--- src/rtl/filter_pkg.sv ---
// Shared definitions for the 3x3 filter window sequencer.
package filter_pkg;

    localparam logic [1:0] ST_IDLE   = 2'd0;
    localparam logic [1:0] ST_ACTIVE = 2'd1;
    localparam logic [1:0] ST_DRAIN  = 2'd2;

    // Smallest frame dimension that still yields a full 3x3 neighbourhood
    localparam int unsigned MIN_DIM = 3;

    typedef enum logic [1:0] {
        S_IDLE   = ST_IDLE,
        S_ACTIVE = ST_ACTIVE,
        S_DRAIN  = ST_DRAIN
    } state_t;

endpackage

--- src/rtl/filter_window_ctrl_raster_counter.sv ---
// Raster column/row position tracker with end-of-line and end-of-frame flags.
module raster_counter #(
    parameter int unsigned CW = 10,
    parameter int unsigned RW = 10
) (
    input  logic          clk,
    input  logic          rst,
    input  logic          clr,
    input  logic          adv,
    input  logic [CW-1:0] width,
    input  logic [RW-1:0] height,
    output logic [CW-1:0] col,
    output logic [RW-1:0] row,
    output logic          last_col,
    output logic          last_pix
);

    assign last_col = (col == width - CW'(1));
    assign last_pix = last_col && (row == height - RW'(1));

    // Advance one pixel per accept; wrap column at line end and row at frame end
    always_ff @(posedge clk) begin
        if (rst || clr) begin
            col <= '0;
            row <= '0;
        end else if (adv) begin
            if (last_col) begin
                col <= '0;
                row <= last_pix ? '0 : row + RW'(1);
            end else begin
                col <= col + CW'(1);
            end
        end
    end

endmodule

--- src/rtl/filter_window_ctrl.sv ---
// Sequencer for the 3x3 filter window datapath: pixel handshake, line-buffer
// addressing and window-valid presentation with downstream backpressure.
module filter_window_ctrl
    import filter_pkg::*;
#(
    parameter int unsigned CW = 10,
    parameter int unsigned RW = 10
) (
    input  logic          clk,
    input  logic          rst,
    input  logic          start,
    input  logic [CW-1:0] cfg_width,
    input  logic [RW-1:0] cfg_height,
    output logic          busy,
    output logic          done,
    output logic          cfg_err,
    input  logic          in_valid,
    output logic          in_ready,
    output logic          shift_en,
    output logic [CW-1:0] lb_addr,
    output logic          lb_wr_en,
    output logic          win_valid,
    input  logic          out_ready,
    output logic [CW-1:0] win_col,
    output logic [RW-1:0] win_row
);

    state_t        state;
    state_t        state_next;
    logic          done_next;
    logic          err_next;
    logic          load_cfg;
    logic          cfg_ok;
    logic          frame_end;
    logic          qualify;
    logic [CW-1:0] width_q;
    logic [RW-1:0] height_q;
    logic [CW-1:0] col;
    logic [RW-1:0] row;
    logic          last_col;
    logic          last_pix;

    raster_counter #(
        .CW (CW),
        .RW (RW)
    ) u_raster (
        .clk      (clk),
        .rst      (rst),
        .clr      (load_cfg),
        .adv      (shift_en),
        .width    (width_q),
        .height   (height_q),
        .col      (col),
        .row      (row),
        .last_col (last_col),
        .last_pix (last_pix)
    );

    assign cfg_ok    = (cfg_width >= CW'(MIN_DIM)) && (cfg_height >= RW'(MIN_DIM));
    // A held window blocks new pixels unless it is being consumed this cycle
    assign in_ready  = (state == S_ACTIVE) && (!win_valid || out_ready);
    assign shift_en  = in_valid && in_ready;
    assign lb_wr_en  = shift_en;
    assign lb_addr   = col;
    assign busy      = (state != S_IDLE);
    assign frame_end = shift_en && last_col && last_pix;
    // Border fill: only accepts past the first two columns and rows complete a window
    assign qualify   = shift_en && (col >= CW'(2)) && (row >= RW'(2));

    // State register and registered status pulses
    always_ff @(posedge clk) begin
        if (rst) begin
            state   <= S_IDLE;
            done    <= 1'b0;
            cfg_err <= 1'b0;
        end else begin
            state   <= state_next;
            done    <= done_next;
            cfg_err <= err_next;
        end
    end

    // Next-state and pulse decode
    always_comb begin
        state_next = state;
        done_next  = 1'b0;
        err_next   = 1'b0;
        load_cfg   = 1'b0;
        case (state)
            S_IDLE: begin
                if (start) begin
                    if (cfg_ok) begin
                        load_cfg   = 1'b1;
                        state_next = S_ACTIVE;
                    end else begin
                        err_next = 1'b1;
                    end
                end
            end
            S_ACTIVE: begin
                if (frame_end) begin
                    state_next = S_DRAIN;
                end
            end
            S_DRAIN: begin
                if (!win_valid) begin
                    state_next = S_IDLE;
                    done_next  = 1'b1;
                end
            end
            default: state_next = S_IDLE;
        endcase
    end

    // Frame geometry captured on an accepted start
    always_ff @(posedge clk) begin
        if (rst) begin
            width_q  <= '0;
            height_q <= '0;
        end else if (load_cfg) begin
            width_q  <= cfg_width;
            height_q <= cfg_height;
        end
    end

    // Window register: load on a qualifying accept, otherwise drop once consumed
    always_ff @(posedge clk) begin
        if (rst) begin
            win_valid <= 1'b0;
            win_col   <= '0;
            win_row   <= '0;
        end else if (qualify) begin
            win_valid <= 1'b1;
            win_col   <= col - CW'(1);
            win_row   <= row - RW'(1);
        end else if (out_ready) begin
            win_valid <= 1'b0;
        end
    end

endmodule
--- config.mk ---
export PLATFORM = sky130hd
export DESIGN_NAME = filter_window_ctrl
export DESIGN_NICKNAME = d
export VERILOG_FILES = /design/src/rtl/filter_pkg.sv /design/src/rtl/filter_window_ctrl_raster_counter.sv /design/src/rtl/filter_window_ctrl.sv
export SDC_FILE = /design/constraint.sdc
export NUM_CORES = 1
export LEC_CHECK = 0
export ABC_AREA = 1
export CAP_MARGIN = 20
export CELL_PAD_IN_SITES_DETAIL_PLACEMENT = 0
export CELL_PAD_IN_SITES_GLOBAL_PLACEMENT = 2
export CORE_ASPECT_RATIO = 0.6
export CORE_UTILIZATION = 30
export CTS_BUF_LIST = sky130_fd_sc_hd__clkbuf_4
export DETAILED_ROUTE_END_ITERATION = 7
export PLACE_DENSITY = 0.93
export SYNTH_ARGS = -nofsm -noshare
export SYNTH_HDL_FRONTEND = slang
export SYNTH_SLANG_ARGS = --single-unit
--- constraint.sdc ---
create_clock -name clk -period 2.5 [get_ports clk]
set_clock_uncertainty 0.15 [all_clocks]
set_input_delay 0.5 -clock clk [delete_from_list [all_inputs] [get_ports clk]]
set_output_delay 0.5 -clock clk [all_outputs]
set_load 0.02 [all_outputs]
---- Yosys cells after proc, flatten, opt, wreduce, memory -nomap -nowiden ----
Cells that the tools add are included.
W data, S select, Z words.
cells by class
  mux-type cells .......................... 14
  $lt $le $gt $ge ......................... 4
  reduce and logical (&&, ||, !) cells .... 18
  bitwise logic cells ..................... 3
  $add $sub $neg .......................... 6
  eq/ne operators ......................... 8
operator list
  cell                     count
  $ge A10 B2 Y1 const B    4
  $sub A10 B1 Y10 const B  4
  $add A10 B1 Y10 const B  2
  $eq A10 B10 Y1           2
  $mux W10                 2
  $logic_and A1 B1 Y1      8
  $mux W2                  4
  $ne A2 B2 Y1 const B     4
  $mux W1                  7
  $pmux W2 S3              1
  $reduce_and A4 Y1        1
  $reduce_bool A2 Y1       2
  $not A1 Y1               3
  $reduce_or A3 Y1         1
  $eq A2 B1 Y1 const B     1
  $eq A2 B2 Y1 const B     1
  $logic_not A2 Y1         1
  $logic_or A1 B1 Y1       2
  $reduce_and A2 Y1        1
  $reduce_or A2 Y1         1
  $logic_not A1 Y1         1
word-level totals
  output and inout bits ................... 37
  bits in registers ....................... 65

---- Depth between registers and ports, before layout ----
Gate-level depths: netlist of the first run.
  word-level depth ........................ 8
  depth in mapped cells ................... 16

---- Hierarchy ----
A second synthesis of the first run with hierarchy kept.
unflattened totals
  cells, all modules ...................... 712
  area, all modules ....................... 4206.5 sq um
by module, submodules not included
  module              area each (sq um)  times used  cells each
  filter_window_ctrl  2403.6             1           395
  raster_counter      1803.0             1           317

---- Least setup slack after synthesis of the first run ----
No wires, ideal clock.
  path type ............................... register to register
  start ................................... register width_q[1]
  end ..................................... register u_raster.row[7]
  path buffers ............................ 0
  arrival ................................. 1.695 ns
  slack ................................... 0.537 ns
  period minus slack after synthesis ...... 1.963 ns
  stages on the path, launching flop included .. 16
  data required time ...................... 2.232 ns
  cell sequence ........................... dfxtp_1 -> clkinv_1 -> ha_1 -> inv_1 -> nand2_1 -> nand2_1 -> nor2_1 -> nand2_2 -> nor2_2 -> nand3_2 -> nor2_4 -> nand2_4 -> nor2_4 -> nor2_4 -> inv_4 -> nor3_2
on the way
  longest elaborated chain between the ends .. 4
  elaborated cells between the ends (all ways) .. 5
ends and longest elaborated chain
  item                    line                                     source
  from (decl)             filter_window_ctrl.sv:36                 logic [CW-1:0] width_q;
  from (signal assigned)  filter_window_ctrl.sv:121                width_q <= cfg_width;
  $sub A10 B1 Y10 (*)     filter_window_ctrl_raster_counter.sv:18  assign last_col = (col == width - CW'(1));
  $eq A10 B10 Y1 (*)      filter_window_ctrl_raster_counter.sv:18
  $logic_and A1 B1 Y1     filter_window_ctrl_raster_counter.sv:19  assign last_pix = last_col && (row == height - RW'(1));
  $mux W10                filter_window_ctrl_raster_counter.sv:29  row <= last_pix ? '0 : row + RW'(1);
  to (signal assigned)    filter_window_ctrl_raster_counter.sv:29
  to (decl)               filter_window_ctrl_raster_counter.sv:13  output logic [RW-1:0] row,
Every way passes the cells marked *; elsewhere a longest branch is shown, timed or not.
A chain may end at the register's enable or synchronous reset.

---- Final worst setup path of the first run ----
  start ................................... register u_raster.col[8]
  end ..................................... output lb_addr[8]
RTL lines
  item                    line                                     source
  from (decl)             filter_window_ctrl_raster_counter.sv:12  output logic [CW-1:0] col,
  from (signal assigned)  filter_window_ctrl_raster_counter.sv:31  col <= col + CW'(1);
  to (decl)               filter_window_ctrl.sv:20                 output logic [CW-1:0] lb_addr,
No word-level cell between the ends.

==> metrics.md, run 1 <==
| Metric | Value |
|---|---|
| Synth top area cells | `dfxtp_1, nand2_1, inv_1, nor2_1, a21oi_1` |
| Total track usage | `~17%` |
| Synth Instances | `around 550` |
| Status | `completed` |
| Setup_tns | `0 ps` |
| Area delta synth->final | `27.9%` |
| Final Cycle Share | `94.5%` |
| # Post-CTS Setup Buffers | `0` |
| IO Pins | `62` |
| Cells along the critical path | `clkdlybuf4s50_1` |
| IO buf count | `61` |
| Antenna violations before repair | `1` |
| Fin area | `0.00476 mm^2` |
| DRT Wirelength | `~10 mm` |
| Worst hold margin | `about 320 ps` |
| Number of max-cap violations | `0` |
| CTS H-tree depth | `3` |
| Floorplan row count | `31` |
| Dpl ws | `-98.0 ps` |
| GRT overflow | `0` |
| Filler Cell Count | `between 1,000 and 1,500` |
| Syn_nets | `584` |
| Pin count of the biggest net entering global routing | `39` |
| Die Y | `a little under 90 um` |
| Setup WS post-layout | `roughly 140 ps` |
| Vias per cell | `4.55` |
| Kind of critical path | `reg2out` |
| Nets | `651` |
| First-pass GRT wire length | `about 17 mm` |
| Hold Buf Count CTS | `0` |
| Critical path data arrival time | `1710 ps` |
| Clock slew seen by the registers of the worst setup and hold paths | `about 120 ps` |
| PwrDens | `516 mW/mm^2` |
| Skew-Pair Late Insertion Delay | `430 ps` |
| Clock Tree Buf Depth | `2` |
| Slew @ Worst Pin | `~400 ps` |
| Warnings, synthesis | `0` |
| Die area | `approximately 0.013 mm^2` |
| Startpoint Class | `register` |
| Synth cell types | `38` |
| Placed cell area | `around 0.0046 mm^2` |
| Top-area cell type share of the netlist area | `a little over a third` |
| Endpoints failing setup | `0` |
| Peak supply drop | `between 0.0002 and 0.0003 V` |
| Detail Placement HPWL | `about 8.3 mm` |
| Num CTS Buffers | `9` |
| Achievable frequency | `423 MHz` |
| WP data required | `~1900 ps` |
| Per-cell routed wire length | `13.2 um` |
| Vias in the first global route | `about 3,200` |
| Avg Cell Area, Syn | `6.75 um^2` |
| Die extent in x | `between 100 and 150 um` |
| RSZ-0062 raised after global routing | `no` |
| Top Family by Delay on Critical Path | `buffers and inverters` |
| CP endpoint kind | `output pin` |
| CTS Sinks | `65` |
| TritonCTS clock tree | `built` |
| Initial core utilization | `slightly above 30%` |
| Max Slew Vio Count | `0` |
| Leakage | `0.00213 uW` |
| Cts repair resizes | `3` |
| Tightest Hold Check Type | `reg2reg` |
| Register area share after synthesis | `roughly a third` |
| Residual DRC count | `0` |
| Iteration-0 DRC Markers | `between 200 and 300` |
| R2R Setup Slk | `between 200 and 250 ps` |
| Slew HR | `72.6%` |
| Design Power | `roughly 2500 uW` |
| CORE AREA | `around 0.012 mm^2` |
| TritonRoute pass-1 iters | `6` |
| Yosys top cell by area | `dfxtp_1` |
| Crit path buf inv count | `1` |
| Max stage delay cell, worst path | `clkdlybuf4s50_1` |
| Min Tclk post-route | `around 2400 ps` |
| #FFs+latches synth | `65` |
| Vias | `3,593` |
| Cell Area, Synth | `0.00372 mm^2` |
| Layout cell share with drive strength beyond 1 | `11.6%` |
| GP Congestion | `just over 0.8` |
| Max incr delay on CP | `just under 700 ps` |
| Clk Tree Root Cell | `clkbuf_4` |
| Fin. Hold Viols | `0` |
| ANT nets after route | `0` |
| Crit Path Max Fanout | `6` |
==> cell usage after synthesis (all sizes together) <==
cell / number
nor3: 9
o21ai: 48
a21oi: 47
ha: 8
a41oi: 2
and2: 1
inv: 75
nand3b: 1
dfxtp: 65
clkinv: 1
o21a: 1
nand4: 6
xor2: 19
nor2: 74
o21bai: 1
xnor2: 6
clkbuf: 11
nor3b: 1
nor4: 2
a31oi: 2
buf: 9
nand3: 36
a211oi: 1
nand2: 125
==> layout by cell type (no fill, tap or decap), types with 3 or more instances in the layout <==
cell type        netlist  layout
xnor2_1                6       6
a21oi_1               46      46
nand2_1              120     120
nor2_4                 6       6
nor2_1                62      62
nand2_2                3       3
o21ai_0               44      44
nand3_1               32      32
dfxtp_1               65      65
inv_2                 12      12
ha_1                   8       8
nand3_2                4       4
clkbuf_4               0      10
xor2_1                19      19
clkdlybuf4s50_1        0      58
dlygate4sd2_1          0       3
nor2_2                 5       5
nor3_2                 4       4
bufinv_16              0       3
inv_1                 62      62
nor3_1                 5       5
nand4_1                6       6
buf_4                  2      14
==> power breakdown <==
part / internal (uW) / switching (uW) / total [uW]
clock: 522 / 433 / 955
combinational: 159 / 246 / 405
sequential: 1070 / 31.0 / 1100
total: 1750 / 710 / 2460
==> through the flow <==
| step | util [%] | instances |
|---|---|---|
| finish | 39.5 | 790 |
| global placement | 37.9 | 772 |
| floorplan | - | 551 |
| global route | 39.4 | 789 |
| detailed placement | 37.9 | 772 |
| CTS | 39.4 | 788 |
==> sequential cells by signal, summed over array words and instances (netlist names) <==
signal	count
win_row	10
win_valid	1
win_col	10
width_q	10
state	2
u_raster.row	10
height_q	10
cfg_err	1
u_raster.col	10
done	1
==> logic make-up (layout without fill, tap and decap cells) <==
family | after synthesis | in the layout | synth area share, %
flip-flops | 65 | 65 | 35.0
buffers and inverters | 96 | 168 | 10.3
AO/OA/AOI/OAI | 102 | 102 | 14.5
other | 0 | 2 | 0
AND/OR/NAND/NOR | 255 | 255 | 31.7
adder cells (fa/ha/maj) | 8 | 8 | 2.69
XOR/XNOR | 25 | 25 | 5.88
==> final cells by class <==
class                   count  area (um^2)  share of cell area (%)
well taps                 165          206                    4.34
clock inverters             6          115                    2.42
inverters                  76          288                    6.04
diodes                      2         5.00                   0.105
flip-flops and latches     65         1300                    27.3
repair buffers             76          732                    15.4
multi-input cells         390         2040                    42.8
clock buffers              10         75.1                    1.58
==> final timing paths <==
check                                     start  depth (start not counted)              end
worst min register to register       width_q[9]                          2       width_q[9]
worst max register to register       width_q[0]                         15  u_raster.row[0]
worst min-delay path                 width_q[9]                          2       width_q[9]
worst max-delay path            u_raster.col[8]                          1       lb_addr[8]
==> routing by layer <==
layer  wire length, um  vias to the layer above  global-route usage [%]
met3               638                        9                    4.18
met5                 0                        -                       0
met2              3450                      111                    21.8
li1                  -                     1898                       -
met1              6230                     1575                    27.2
met4               104                        0                    4.31
==> worst min-delay path, stage by stage (launching register included) <==
cell     delay [ps]
dfxtp_1         340
inv_1            50
a21oi_1          50
No activity file was read; power rests on OpenSTA's default activity.
==> run 2: changes to the inputs <==
Settings changed: CORE_ASPECT_RATIO 0.6 to 0.5.
Clock period 2.5 ns to 2.61 ns, I/O delays scaled along.
==> metrics.md, run 2 (same netlist as run 1, synthesis figures left out) <==
| Metric | Value |
|---|---|
| Slew @ Worst Pin | `368 ps (-42.9 ps)` |
| Floorplan row count | `28 (-9.7%)` |
| IO buf count | `61 (unchanged)` |
| Placed cell area | `0.00456 mm^2 (-0.16%)` |
| Ant. Diodes | `0 (-2)` |
| Wl on met1 | `4.82 mm (-23%)` |
| PwrDens | `444 mW/mm^2 (-14%)` |
| Skew-Pair Late Insertion Delay | `420 ps (about the same)` |
| DR WL met3 | `262 um (-59%)` |
| GRT overflow | `0 (unchanged)` |
| TritonRoute pass-1 iters | `4 (-2)` |
| Clock Tree Buf Depth | `2 (unchanged)` |
| ANT nets after route | `0 (unchanged)` |
| Die Y | `80.8 um (-8.5%)` |
| Kind of critical path | `in2out` |
| Hold Buf Count CTS | `0 (unchanged)` |
| First-pass GRT wire length | `15.2 mm (-9.4%)` |
| Initial core utilization | `31.1% (+0.30 points)` |
| CP endpoint kind | `output pin` |
| Sw Ratio | `29.7% (+0.80 points)` |
| Residual DRC count | `0 (unchanged)` |
| Die area | `0.0129 mm^2 (about the same)` |
| Area delta synth->final | `25.8%` |
| Switching pwr | `617 uW (-13%)` |
| Fin area | `0.00468 mm^2 (-1.7%)` |
| Startpoint Class | `primary input` |
| IO Pins | `62 (unchanged)` |
| RSZ-0062 raised after global routing | `no` |
| Top Layer Used | `met4` |
| Flop pwr share | `50.4% (+5.8 points)` |
| Layout cell share with drive strength beyond 1 | `11.0% (-0.61 points)` |
| CTS Sinks | `65 (unchanged)` |
| Leakage | `0.00210 uW (-1.7%)` |
| Peak supply drop | `0.000164 V (-36%)` |
| Clock slew seen by the registers of the worst setup and hold paths | `100 ps (-20 ps)` |
| CTS H-tree depth | `3 (unchanged)` |
| Die extent in x | `160 um (+9.4%)` |
| Pin count of the biggest net entering global routing | `39 (unchanged)` |
| Status | `completed` |
| Antenna violations before repair | `0 (-1)` |
| Tightest Hold Check Type | `reg2reg` |
| GP Congestion | `0.825 (-0.73%)` |
| DRT Wirelength | `9.27 mm (-11%)` |
| WP data required | `1940 ps (+90 ps)` |
| P_int | `1460 uW (-16%)` |
| Final Cycle Share | `between 90 and 100%` |
| TritonCTS clock tree | `built` |
| Critical path data arrival time | `1860 ps (+150 ps)` |
| Number of max-cap violations | `0 (unchanged)` |
| Min Tclk post-route | `between 2000 and 3000 ps` |
| Clk pwr share | `31.3% (-7.6 points)` |
| Combinational power share | `18.3% (+1.8 points)` |
| CORE AREA | `0.0119 mm^2 (-0.96%)` |
| Num CTS Buffers | `9 (unchanged)` |
| Max Slew Vio Count | `0 (unchanged)` |
| Total track usage | `15.0% (-2.1 points)` |
| Commonest non-fill, non-tap cell in the layout | `nand2_1` |
| Endpoints failing setup | `0 (unchanged)` |
| Most frequent cells in the layout | `nand2_1, dfxtp_1, inv_1, nor2_1, clkdlybuf4s50_1` |
| Crit Path Max Fanout | `2 (-4)` |
| Iteration-0 DRC Markers | `166 (-36%)` |
| Fin. Hold Viols | `0 (unchanged)` |
| Dpl ws | `-24.3 ps (+73.7 ps)` |
| Achievable frequency | `395 MHz` |
| Per-cell routed wire length | `11.8 um (-11%)` |
| Filler Cell Count | `1,293 (+3.5%)` |
| Detail Placement HPWL | `7.41 mm (-10%)` |
| Vias per cell | `4.46 (-1.9%)` |
| Design Power | `2080 uW (-15%)` |
| Vias in the first global route | `3,165 (-1.8%)` |
| Slew HR | `75.4% (+2.9 points)` |
| Vias | `3,508 (-2.4%)` |
| Clk Tree Root Cell | `clkbuf_4` |
| Metal2 WL | `4.13 mm (+20%)` |
| Nets | `650 (-0.15%)` |
| Setup WS post-layout | `78.9 ps (-58.6 ps)` |
-- run 2: cell types whose count changed in the layout (fill, tap and decap cells not counted), sizes merged --
cell / change
buf: -1
dlygate4sd2: -1
clkinvlp: -1
diode: -2
clkinv: +3
bufinv: -2
inv: -1
clkdlybuf4s50: +1
-- run 2: cell type report --
| type | count | area, um^2 | share of cell area (%) |
|---|---|---|---|
| well taps | 165 | 206 | 4.41 |
| repair buffers | 75 | 726 | 15.5 |
| multi-input cells | 390 | 2040 | 43.5 |
| inverters | 76 | 288 | 6.15 |
| flip-flops and latches | 65 | 1300 | 27.8 |
| clock inverters | 5 | 47.5 | 1.02 |
| clock buffers | 10 | 75.1 | 1.60 |
-- run 2: per-stage QoR --
step,hold WS [ps],cells,util [%],setup TNS (ps)
2_1_floorplan,285,551,-,0
3_5_place_dp,302,771,38.2,-81.4
5_1_grt,341,786,39.2,0
3_3_place_gp,297,771,38.2,-61.0
6_report,318,786,39.2,0
4_1_cts,323,786,39.2,0
-- run 2: critical path, stage by stage --
cell and delay, ps:
clkdlybuf4s50_1 450, inv_1 40, nand2_1 110, nand2_4 80, inv_1 60, clkdlybuf4s50_1 600
-- run 2: power by group through the flow --
| stage | Clock, uW | Sequential [uW] | Combinational (uW) |
|---|---|---|---|
| floorplan | 0 | 1070 | 269 |
| global placement | 0 | 1070 | 384 |
| detailed placement | 0 | 1070 | 387 |
| CTS | 675 | 1050 | 386 |
| global route | 720 | 1050 | 437 |
| finish | 651 | 1050 | 381 |
-- run 2: worst paths after layout --
kind                                  start              end  slack, ps  cells past startpoint
worst max-delay path              out_ready         in_ready         80                      6
worst min-delay path            height_q[9]      height_q[9]        320                      2
worst max register to register   width_q[1]  u_raster.row[8]        410                     15
worst min register to register  height_q[9]      height_q[9]        320                      2
-- run 2: metal layers --
| layer | up-vias | GRT usage [%] |
|---|---|---|
| met5 | - | 0 |
| met4 | 0 | 4.33 |
| met3 | 5 | 3.93 |
| met2 | 37 | 24.2 |
| met1 | 1580 | 19.8 |
| li1 | 1886 | - |
-- run 2: what timing repair did --
action / CTS / global route
gates resized for setup: 2 / 0
setup buffers: 0 / 0
endpoints found under the setup margin: 2 / 0
